--- src/rtl/uart_tx_fifo_if.sv ---
// Write-side bus and status bundle of the buffered UART transmitter.
// The master modport is the CPU/bus side; the slave modport is the transmitter.
interface uart_tx_fifo_if #(
  parameter int unsigned DEPTH_LOG2 = 4
);
  logic                wr_en;
  logic [7:0]          wr_data;
  logic                full;
  logic [DEPTH_LOG2:0] level;
  logic                busy;
  logic                txd;

  modport master (
    output wr_en, wr_data,
    input  full, level, busy, txd
  );

  modport slave (
    input  wr_en, wr_data,
    output full, level, busy, txd
  );
endinterface

--- src/rtl/uart_tx_fifo.sv ---
// Buffered UART transmitter: power-of-two byte FIFO feeding an 8N1 serialiser, LSB first.
// Define UART_TX_PARITY_EN to insert an even parity bit after data bit 7 (11-bit frames).
module uart_tx_fifo #(
  parameter int unsigned CLK_FREQ   = 50000000,
  parameter int unsigned BAUD       = 9600,
  parameter int unsigned DEPTH_LOG2 = 4
) (
  input  logic          clk,
  input  logic          rst_n,
  uart_tx_fifo_if.slave bus
);

  localparam int unsigned DIV   = CLK_FREQ / BAUD;
  localparam int unsigned DEPTH = 1 << DEPTH_LOG2;
  localparam int unsigned PW    = DEPTH_LOG2 + 1;
  localparam int unsigned CW    = (DIV > 1) ? $clog2(DIV) : 1;

  typedef enum logic [2:0] {
    S_IDLE,
    S_START,
    S_DATA,
`ifdef UART_TX_PARITY_EN
    S_PARITY,
`endif
    S_STOP
  } state_t;

  state_t          r_state;
  logic [7:0]      r_mem [DEPTH];
  logic [PW-1:0]   r_wptr;
  logic [PW-1:0]   r_rptr;
  logic [PW-1:0]   r_level;
  logic            r_full;
  logic            r_busy;
  logic            r_txd;
  logic [CW-1:0]   r_baud;
  logic [2:0]      r_bit;
  logic [7:0]      r_shift;
  logic            r_par;

  logic            w_empty;
  logic            w_push;
  logic            w_pop;
  logic            w_last;
  logic            w_frame_end;
  logic [7:0]      w_rd_data;
  logic [PW-1:0]   w_wptr_nxt;
  logic [PW-1:0]   w_rptr_nxt;
  logic            w_busy_nxt;

  // Pointer bookkeeping; full is the registered flag, so a same-cycle pop never frees a slot
  assign w_empty     = (r_wptr == r_rptr);
  assign w_push      = bus.wr_en && !r_full;
  assign w_last      = (r_baud == CW'(DIV - 1));
  assign w_frame_end = (r_state == S_STOP) && w_last;
  assign w_pop       = !w_empty && ((r_state == S_IDLE) || w_frame_end);
  assign w_rd_data   = r_mem[r_rptr[DEPTH_LOG2-1:0]];
  assign w_wptr_nxt  = w_push ? r_wptr + PW'(1) : r_wptr;
  assign w_rptr_nxt  = w_pop  ? r_rptr + PW'(1) : r_rptr;

  // Still busy next cycle if anything stays queued, a frame starts, or the current frame continues
  assign w_busy_nxt  = (w_wptr_nxt != w_rptr_nxt) || w_pop ||
                       ((r_state != S_IDLE) && !w_frame_end);

  always_ff @(posedge clk) begin
    if (w_push) begin
      r_mem[r_wptr[DEPTH_LOG2-1:0]] <= bus.wr_data;
    end
  end

  always_ff @(posedge clk) begin
    if (!rst_n) begin
      r_state <= S_IDLE;
      r_wptr  <= '0;
      r_rptr  <= '0;
      r_level <= '0;
      r_full  <= 1'b0;
      r_busy  <= 1'b0;
      r_txd   <= 1'b1;
      r_baud  <= '0;
      r_bit   <= '0;
      r_shift <= '0;
      r_par   <= 1'b0;
    end else begin
      r_wptr  <= w_wptr_nxt;
      r_rptr  <= w_rptr_nxt;
      r_level <= w_wptr_nxt - w_rptr_nxt;
      r_full  <= (w_wptr_nxt[PW-1] != w_rptr_nxt[PW-1]) &&
                 (w_wptr_nxt[PW-2:0] == w_rptr_nxt[PW-2:0]);
      r_busy  <= w_busy_nxt;
      r_baud  <= ((r_state == S_IDLE) || w_last) ? '0 : r_baud + CW'(1);

      case (r_state)
        S_IDLE: begin
          r_txd <= 1'b1;
          if (w_pop) begin
            r_shift <= w_rd_data;
            r_par   <= ^w_rd_data;
            r_txd   <= 1'b0;
            r_state <= S_START;
          end
        end
        S_START: begin
          if (w_last) begin
            r_bit   <= '0;
            r_txd   <= r_shift[0];
            r_state <= S_DATA;
          end
        end
        S_DATA: begin
          if (w_last) begin
            if (r_bit == 3'd7) begin
`ifdef UART_TX_PARITY_EN
              r_txd   <= r_par;
              r_state <= S_PARITY;
`else
              r_txd   <= 1'b1;
              r_state <= S_STOP;
`endif
            end else begin
              r_bit   <= r_bit + 3'd1;
              r_shift <= r_shift >> 1;
              r_txd   <= r_shift[1];
            end
          end
        end
`ifdef UART_TX_PARITY_EN
        S_PARITY: begin
          if (w_last) begin
            r_txd   <= 1'b1;
            r_state <= S_STOP;
          end
        end
`endif
        S_STOP: begin
          // Back-to-back frames: reload straight into START with no idle bit time
          if (w_last) begin
            if (w_pop) begin
              r_shift <= w_rd_data;
              r_par   <= ^w_rd_data;
              r_txd   <= 1'b0;
              r_state <= S_START;
            end else begin
              r_txd   <= 1'b1;
              r_state <= S_IDLE;
            end
          end
        end
        default: begin
          r_txd   <= 1'b1;
          r_state <= S_IDLE;
        end
      endcase
    end
  end

  assign bus.full  = r_full;
  assign bus.level = r_level;
  assign bus.busy  = r_busy;
  assign bus.txd   = r_txd;

endmodule
--- src/flat_wrapper.sv ---
// flat-port wrapper written by rule: the top's interface ports become plain ports
module uart_tx_fifo_flat 
#(
  parameter int unsigned CLK_FREQ   = 50000000,
  parameter int unsigned BAUD       = 9600,
  parameter int unsigned DEPTH_LOG2 = 4
)
  (clk, rst_n, bus_wr_en, bus_wr_data, bus_full, bus_level, bus_busy, bus_txd);
  uart_tx_fifo_if #(.DEPTH_LOG2(DEPTH_LOG2)) bus_i ();
  input  logic clk;
  input  logic rst_n;
  input wire logic [$bits(bus_i.wr_en)-1:0] bus_wr_en;
  input wire logic [$bits(bus_i.wr_data)-1:0] bus_wr_data;
  output wire logic [$bits(bus_i.full)-1:0] bus_full;
  output wire logic [$bits(bus_i.level)-1:0] bus_level;
  output wire logic [$bits(bus_i.busy)-1:0] bus_busy;
  output wire logic [$bits(bus_i.txd)-1:0] bus_txd;
  assign bus_i.wr_en = bus_wr_en;
  assign bus_i.wr_data = bus_wr_data;
  assign bus_full = bus_i.full;
  assign bus_level = bus_i.level;
  assign bus_busy = bus_i.busy;
  assign bus_txd = bus_i.txd;
  uart_tx_fifo #(.CLK_FREQ(CLK_FREQ), .BAUD(BAUD), .DEPTH_LOG2(DEPTH_LOG2)) u_core (.clk(clk), .rst_n(rst_n), .bus(bus_i));
endmodule
--- config.mk ---
export PLATFORM = sky130hd
export DESIGN_NAME = uart_tx_fifo_flat
export DESIGN_NICKNAME = d
export VERILOG_FILES = /design/src/rtl/uart_tx_fifo_if.sv /design/src/rtl/uart_tx_fifo.sv /design/src/flat_wrapper.sv
export SDC_FILE = /design/constraint.sdc
export NUM_CORES = 1
export LEC_CHECK = 0
export BUFFER_PORTS_ARGS = -buffer_cell sky130_fd_sc_hd__clkbuf_2
export CORE_AREA = 2 2 130 132
export DETAILED_ROUTE_END_ITERATION = 12
export DIE_AREA = 0 0 132 134
export GPL_TIMING_DRIVEN = 1
export HOLD_SLACK_MARGIN = 0.15
export SLEW_MARGIN = 20
export SYNTH_ARGS = -nofsm -noshare
export SYNTH_HDL_FRONTEND = slang
export SYNTH_SLANG_ARGS = --single-unit
export TNS_END_PERCENT = 10
--- constraint.sdc ---
create_clock -name clk -period 3.05 [get_ports clk]
set_input_delay 0.61 -clock clk [delete_from_list [all_inputs] [get_ports clk]]
set_output_delay 0.61 -clock clk [all_outputs]
set_load 0.05 [all_outputs]
Yosys cells after proc, flatten, opt, wreduce, memory -nomap -nowiden

Memory sizes are Yosys's and may differ from the RTL's. A register that Yosys moved wholly into a read port is not among the register bits.
Index checks and enable logic that the tools add are counted.

Flip-flop bits (word level): 45
Bits in latches: 0
Bits in writable memories: 128
ROM bits: 0
Input bits: 11
Output and inout bits: 8
Word-level logic and storage cells: 80
Memories kept: 1

Memories:

| name         | depth | bits a word | rd ports | clocked after Yosys merged registers in | wr ports | RTL line           | text |
|---|---|---|---|---|---|---|---|
| u_core.r_mem | 16    | 8           | 1        | 1                                       | 1        | uart_tx_fifo.sv:29 | `logic [7:0] r_mem [DEPTH];` |

$add $sub $neg: 5
$mul: 0
Div/mod/pow operators: 0
Magnitude comparators: 0
Equality and inequality tests: 15
Shift-type cells: 0
Mux-type cells: 27
Bitwise logic cells: 1
Reductions and logical operators: 21

Operator list:

| cell                                                                   | count |
|---|---|
| 8-bit 2-to-1 mux                                                       | 4 |
| 3-bit 2-to-1 mux                                                       | 8 |
| 8-bit case mux with 3 select lines                                     | 1 |
| 13-bit by 1-bit adder with 13-bit output (second input constant)       | 1 |
| 13-bit equality test (second input constant)                           | 1 |
| 3-bit case mux with 4 select lines                                     | 1 |
| 5-bit by 1-bit adder with 5-bit output (second input constant)         | 2 |
| 5-bit 2-to-1 mux                                                       | 2 |
| 2-bit by 1-bit != test with 1-bit output (second input constant)       | 5 |
| 1-bit 2-to-1 mux                                                       | 8 |
| 4-bit AND reduction                                                    | 2 |
| 3-bit by 2-bit equality test with 1-bit output (second input constant) | 2 |
| 3-bit case mux with 2 select lines                                     | 1 |
| 3-bit nonzero test                                                     | 2 |
| 5-bit equality test                                                    | 1 |
| 1-bit logical AND                                                      | 5 |
| 5-bit != test                                                          | 1 |
| 5-bit AND reduction                                                    | 1 |
| 5-bit subtractor                                                       | 1 |
| 4-bit equality test                                                    | 1 |
| 1-bit logical OR                                                       | 4 |
| 4-bit 2-to-1 mux                                                       | 1 |
| 1-bit case mux with 4 select lines                                     | 1 |
| 3-bit by 1-bit adder with 3-bit output (second input constant)         | 1 |
| other kinds (10)                                                       | 12 |

Longest topological paths before layout

Word-level depth: 8
Gate-level depth with buffers: 12

Worst setup path after synthesis

Ideal clock, no wire load.

Path type: register to register
From: register u_core.r_state[0]
To: register u_core.r_level[4] (netlist: u_core.bus.level[4])
Arrival: 2.509 ns
Required time: 2.978 ns
Path slack: 0.469 ns
Cell stages (with the launch flop): 11
Clock period less this slack: 2.581 ns
Cells stage by stage: dfxtp_1 -> ha_1 -> and4_1 -> a41o_2 -> o21ai_4 -> mux2_4 -> xor2_1 -> ha_1 -> o21bai_1 -> a221oi_1 -> mux2i_1

Longest elaborated chain between the ends: 6
Elaborated cells on any way between the ends: 7
Those cells by class: 1 x add/sub; 1 x eq/ne; 1 x mux; 4 x reduce/logical

RTL lines:

| what                                           | RTL line            | text |
|---|---|---|
| from (decl)                                    | uart_tx_fifo.sv:28  | `state_t r_state;` |
| from (signal assigned)                         | uart_tx_fifo.sv:73  | `r_state <= S_IDLE;` |
| from (signal assigned)                         | uart_tx_fifo.sv:100 | `r_state <= S_START;` |
| from (signal assigned)                         | uart_tx_fifo.sv:107 | `r_state <= S_DATA;` |
| 3-bit by 2-bit equality test with 1-bit output | uart_tx_fifo.sv:55  | `assign w_frame_end = (r_state == S_STOP) && w_last;` |
| 1-bit logical AND                              | uart_tx_fifo.sv:55  |  |
| 1-bit logical OR (*)                           | uart_tx_fifo.sv:56  | `assign w_pop = !w_empty && ((r_state == S_IDLE) \|\| w_frame_end);` |
| 1-bit logical AND (*)                          | uart_tx_fifo.sv:56  |  |
| 5-bit 2-to-1 mux (*)                           | uart_tx_fifo.sv:59  | `assign w_rptr_nxt = w_pop ? r_rptr + PW'(1) : r_rptr;` |
| 5-bit subtractor (*)                           | uart_tx_fifo.sv:87  | `r_level <= w_wptr_nxt - w_rptr_nxt;` |
| to (signal assigned)                           | uart_tx_fifo.sv:87  |  |
| to (decl)                                      | uart_tx_fifo.sv:32  | `logic [PW-1:0] r_level;` |

Mark *: on every way between the ends. The rest lies on a longest branch, timed or not.
A chain may end at the register's enable or synchronous reset.

Worst setup path after layout

From: register u_core.r_baud[0]
To: register u_core.r_level[4] (netlist: u_core.bus.level[4])

Longest elaborated chain between the ends: 6

RTL lines:

| what                   | RTL line           | text |
|---|---|---|
| from (decl)            | uart_tx_fifo.sv:36 | `logic [CW-1:0] r_baud;` |
| from (signal assigned) | uart_tx_fifo.sv:91 | `r_baud <= ((r_state == S_IDLE) \|\| w_last) ? '0 : r_baud + CW'(1);` |
| 13-bit equality test   | uart_tx_fifo.sv:54 | `assign w_last = (r_baud == CW'(DIV - 1));` |
| 1-bit logical AND      | uart_tx_fifo.sv:55 |  |
| 1-bit logical OR       | uart_tx_fifo.sv:56 |  |
| 1-bit logical AND      | uart_tx_fifo.sv:56 |  |
| 5-bit 2-to-1 mux       | uart_tx_fifo.sv:59 |  |
| 5-bit subtractor       | uart_tx_fifo.sv:87 |  |

Every way passes these cells.

==> impl_metrics.csv <==
group,metric,value,unit
critical_path,reg2reg_slack,0.28,ns
timing,clock_skew,0.0172,ns
global_route,grt_pass1_wl,21200,um
die,num_io_pins,19,
synthesis,synth.distinct_cells,49,
worst_hold_path,min_path_type,"flop to flop",
final_layout,areaGrowthSynthToFinish,15.0,%
worst_hold_path,worstHoldStart,"u_core.r_baud[0]$_SDFF_PP0_",
critical_path,crit_required,3.41,ns
pwr,p_clk_frac,0.340,
pwr,max-vdd-ir-drop,527,uV
synthesis,ys_seq_area_frac,0.659,
pwr,pwr-share-seq,0.432,
place,portBuffers,18,
clocking,cts_sinks,172,
critical_path,path_cells,"ha_1, and4_1, a41o_2, o21ai_4, mux2_4, xor2_1, ha_1, o21bai_1, a221oi_1, mux2i_1",
pwr,power_leakage,2.79,nW
timing,relSlewSlack,0.474,
detailed_routing,avgViaCountPerCell,5.25,
timing,hold_slack,0.468,ns
global_route,track_usage,0.159,
timing,rsz0062_at_grt,"no",
critical_path,path_buf_inv,0,
critical_path,crit_start,"u_core.r_baud[0]$_SDFF_PP0_",
final_layout,layout_commonest_cell,"edfxtp_1",
final_layout,fillCellCount,1365,
detailed_routing,drc,0,
synthesis,ys_seq_elements,172,
critical_path,startpoint_type,"flop",
critical_path,path_max_fanout,6,
critical_path,r2r_start,"u_core.r_baud[0]$_SDFF_PP0_",
global_route,grt_pass1_vias,3828,
critical_path,reg2reg_depth,10,
outcome,status,"finished clean",
die,fp.dieArea,17700,um^2
die,start_util,0.440,
clocking,cts_resized,0,
timing,setup_tns,0,ns
detailed_routing,routed_wl,13000,um
pwr,p_switching,0.00181,W
critical_path,timing.rr.end,"u_core.bus.level[4]$_SDFF_PN0_",
die,fp-row-count,47,
clocking,clk_latency,0.44,ns
pwr,combinationalPowerShare,0.228,
worst_hold_path,min_to,"u_core.r_baud[0]$_SDFF_PP0_",
clocking,cts-htree-levels,4,
global_route,grt_max_degree,33,
synthesis,postSynthAreaPerCell,16.0,um^2
pwr,p_int,0.00449,W
detailed_routing,first_pass_iters,4,
detailed_routing,vias,3788,
timing,finalSetupViolCount,0,
critical_path,path_class,"flop to flop",
clocking,cts_root_buf,"clkbuf_16",
synthesis,syn_inst,448,
synthesis,ys_warn_count,0,
final_layout,layout_common_cells,"edfxtp_1, nor2_1, dfxtp_1",
final_layout,nets,515,
timing,finalCritPeriodShare,0.907,
place,gp_congestion,0.760,
timing,timing.final.crit_period,2.77,ns
clocking,cts_tree,"built",
die,die-width,132,um
timing,hold_viol_final,0,
detailed_routing,drt_first_iter_violations,230,
critical_path,crit_family,"compound AO/OA/AOI/OAI gates",
final_layout,drive_above_1_share,0.263,
synthesis,netlist_area,7170,um^2
clocking,postCtsSetupBuffers,0,
synthesis,synth-edff-count,128,
flow_run,drv_cap,0,
synthesis,syn_nets,474,
critical_path,crit_slowest_cell,"mux2_4",
detailed_routing,wire_per_inst,18.0,um
clocking,clk_path_buf_depth,2,
clocking,numCtsBuffers,17,
die,core_region_area,16300,um^2
critical_path,worstPathArrival,3.13,ns
global_route,antenna_found_initial,0,
final_layout,insertedDiodeCount,0,
critical_path,path_depth,10,
clocking,clk_pin_slew,0.07,ns
global_route,grt_overflow_total,0,
clocking,hold_buffers,0,
critical_path,cpPeakStageDelay,0.36,ns
critical_path,end_kind,"flop",
synthesis,synthFlopType,"edfxtp_1",
timing,fmax,361,MHz
worst_hold_path,whs_path_depth,1,
place,hpwl,8710,um
pwr,power.density,764,nW/um^2
critical_path,cpMostUsedCell,"ha_1",
timing,maxSlewViolCount,0,
detailed_routing,ant_nets,0,
pwr,swShare,0.287,
timing,worst_pin_slew,0.789,ns
die,die_h,134,um
synthesis,ys_async_sr_fraction,0,
-- metrics by stage --
| step | instances | utilization | power [W] | worst slack [ns] | instance area [um^2] |
|---|---|---|---|---|---|
| 6_report | 722 | 0.506 | 0.00630 | 0.283 | 8240 |
| 5_1_grt | 722 | 0.506 | 0.00659 | 0.0692 | 8240 |
| 4_1_cts | 722 | 0.506 | 0.00638 | 0.289 | 8240 |
| 3_5_place_dp | 690 | 0.469 | 0.00423 | 0.307 | 7640 |
| 3_3_place_gp | 690 | 0.469 | 0.00421 | 0.372 | 7640 |
| 2_1_floorplan | 448 | - | 0.00390 | 0.469 | 7170 |
-- worst max path at each step --
| stage | end | slack [ns] |
|---|---|---|
| 2_1_floorplan | u_core.bus.level[4]$_SDFF_PN0_ | 0.47 |
| 6_report | u_core.bus.level[4]$_SDFF_PN0_ | 0.28 |
| 3_3_place_gp | u_core.bus.level[4]$_SDFF_PN0_ | 0.37 |
| 4_1_cts | u_core.bus.level[4]$_SDFF_PN0_ | 0.29 |
| 5_1_grt | u_core.bus.level[4]$_SDFF_PN0_ | 0.07 |
| 3_5_place_dp | u_core.bus.level[4]$_SDFF_PN0_ | 0.31 |
-- logic make-up (layout without fill, tap and decap cells) --
logic type                 after synthesis  after routing  share of synthesized area
DFF                                    172            172                      0.659
buffers and inverters                   29             83                     0.0164
and+or+nand+nor                        116            116                     0.0789
adders and majority gates               16             16                     0.0278
AOI/OAI and AO/OA                       27             27                     0.0281
muxes                                   59             59                      0.154
xor gates and xnor gates                29             29                     0.0354
-- layout make-up --
type | count | area (um^2) | area share
Tap cell | 220 | 275 | 0.0334
Multi-Input combinational cell | 247 | 2330 | 0.282
Clock buffer | 17 | 425 | 0.0516
Timing Repair Buffer | 42 | 283 | 0.0343
Inverter | 9 | 33.8 | 0.00410
Sequential cell | 172 | 4730 | 0.573
Clock inverter | 15 | 175 | 0.0212
-- flip-flops by register name, indices dropped and copies added (netlist names) --
register	count
u_core.r_mem	128
u_core.r_baud	13
u_core.r_shift	8
u_core.bus.level	5
u_core.r_rptr	5
u_core.r_wptr	5
u_core.r_bit	3
u_core.r_state	2
u_core.bus.busy	1
u_core.bus.full	1
u_core.bus.txd	1
-- per-layer routing --
metal,GRT usage,wire length [um]
met5,0,0
met4,0.0688,208
met3,0.0348,478
met2,0.254,6290
met1,0.212,5980
-- power by group through the flow --
stage / clock [W] / combinational (W) / sequential, W
after global placement: 0 / 0.00144 / 0.00277
after global routing: 0.00229 / 0.00157 / 0.00273
after CTS: 0.00220 / 0.00146 / 0.00272
final: 0.00214 / 0.00144 / 0.00272
after detailed placement: 0 / 0.00145 / 0.00277
after floorplan: 0 / 0.00103 / 0.00287
-- cell usage after synthesis, types with 2 or more instances --
cell      number  area [um^2]
edfxtp_1     128         3840
nor2_1        54          203
dfxtp_1       44          881
mux4_2        40          901
xnor2_1       19          166
nand2_1       16         60.1
ha_1          15          188
clkbuf_1      12         45.0
mux2i_1       10          100
nand3_1       10         50.1
xor2_1        10         87.6
inv_1          9         33.8
mux2_2         8         90.1
buf_2          7         35.0
nand4_1        6         37.5
nor3_1         6         30.0
o21ai_0        6         30.0
and2_1         5         31.3
a21oi_1        4         20.0
nand2b_1       4         25.0
nor2b_1        4         25.0
a22oi_1        3         22.5
or3_1          2         12.5
Note: power is estimated with default switching activity, not from simulation.
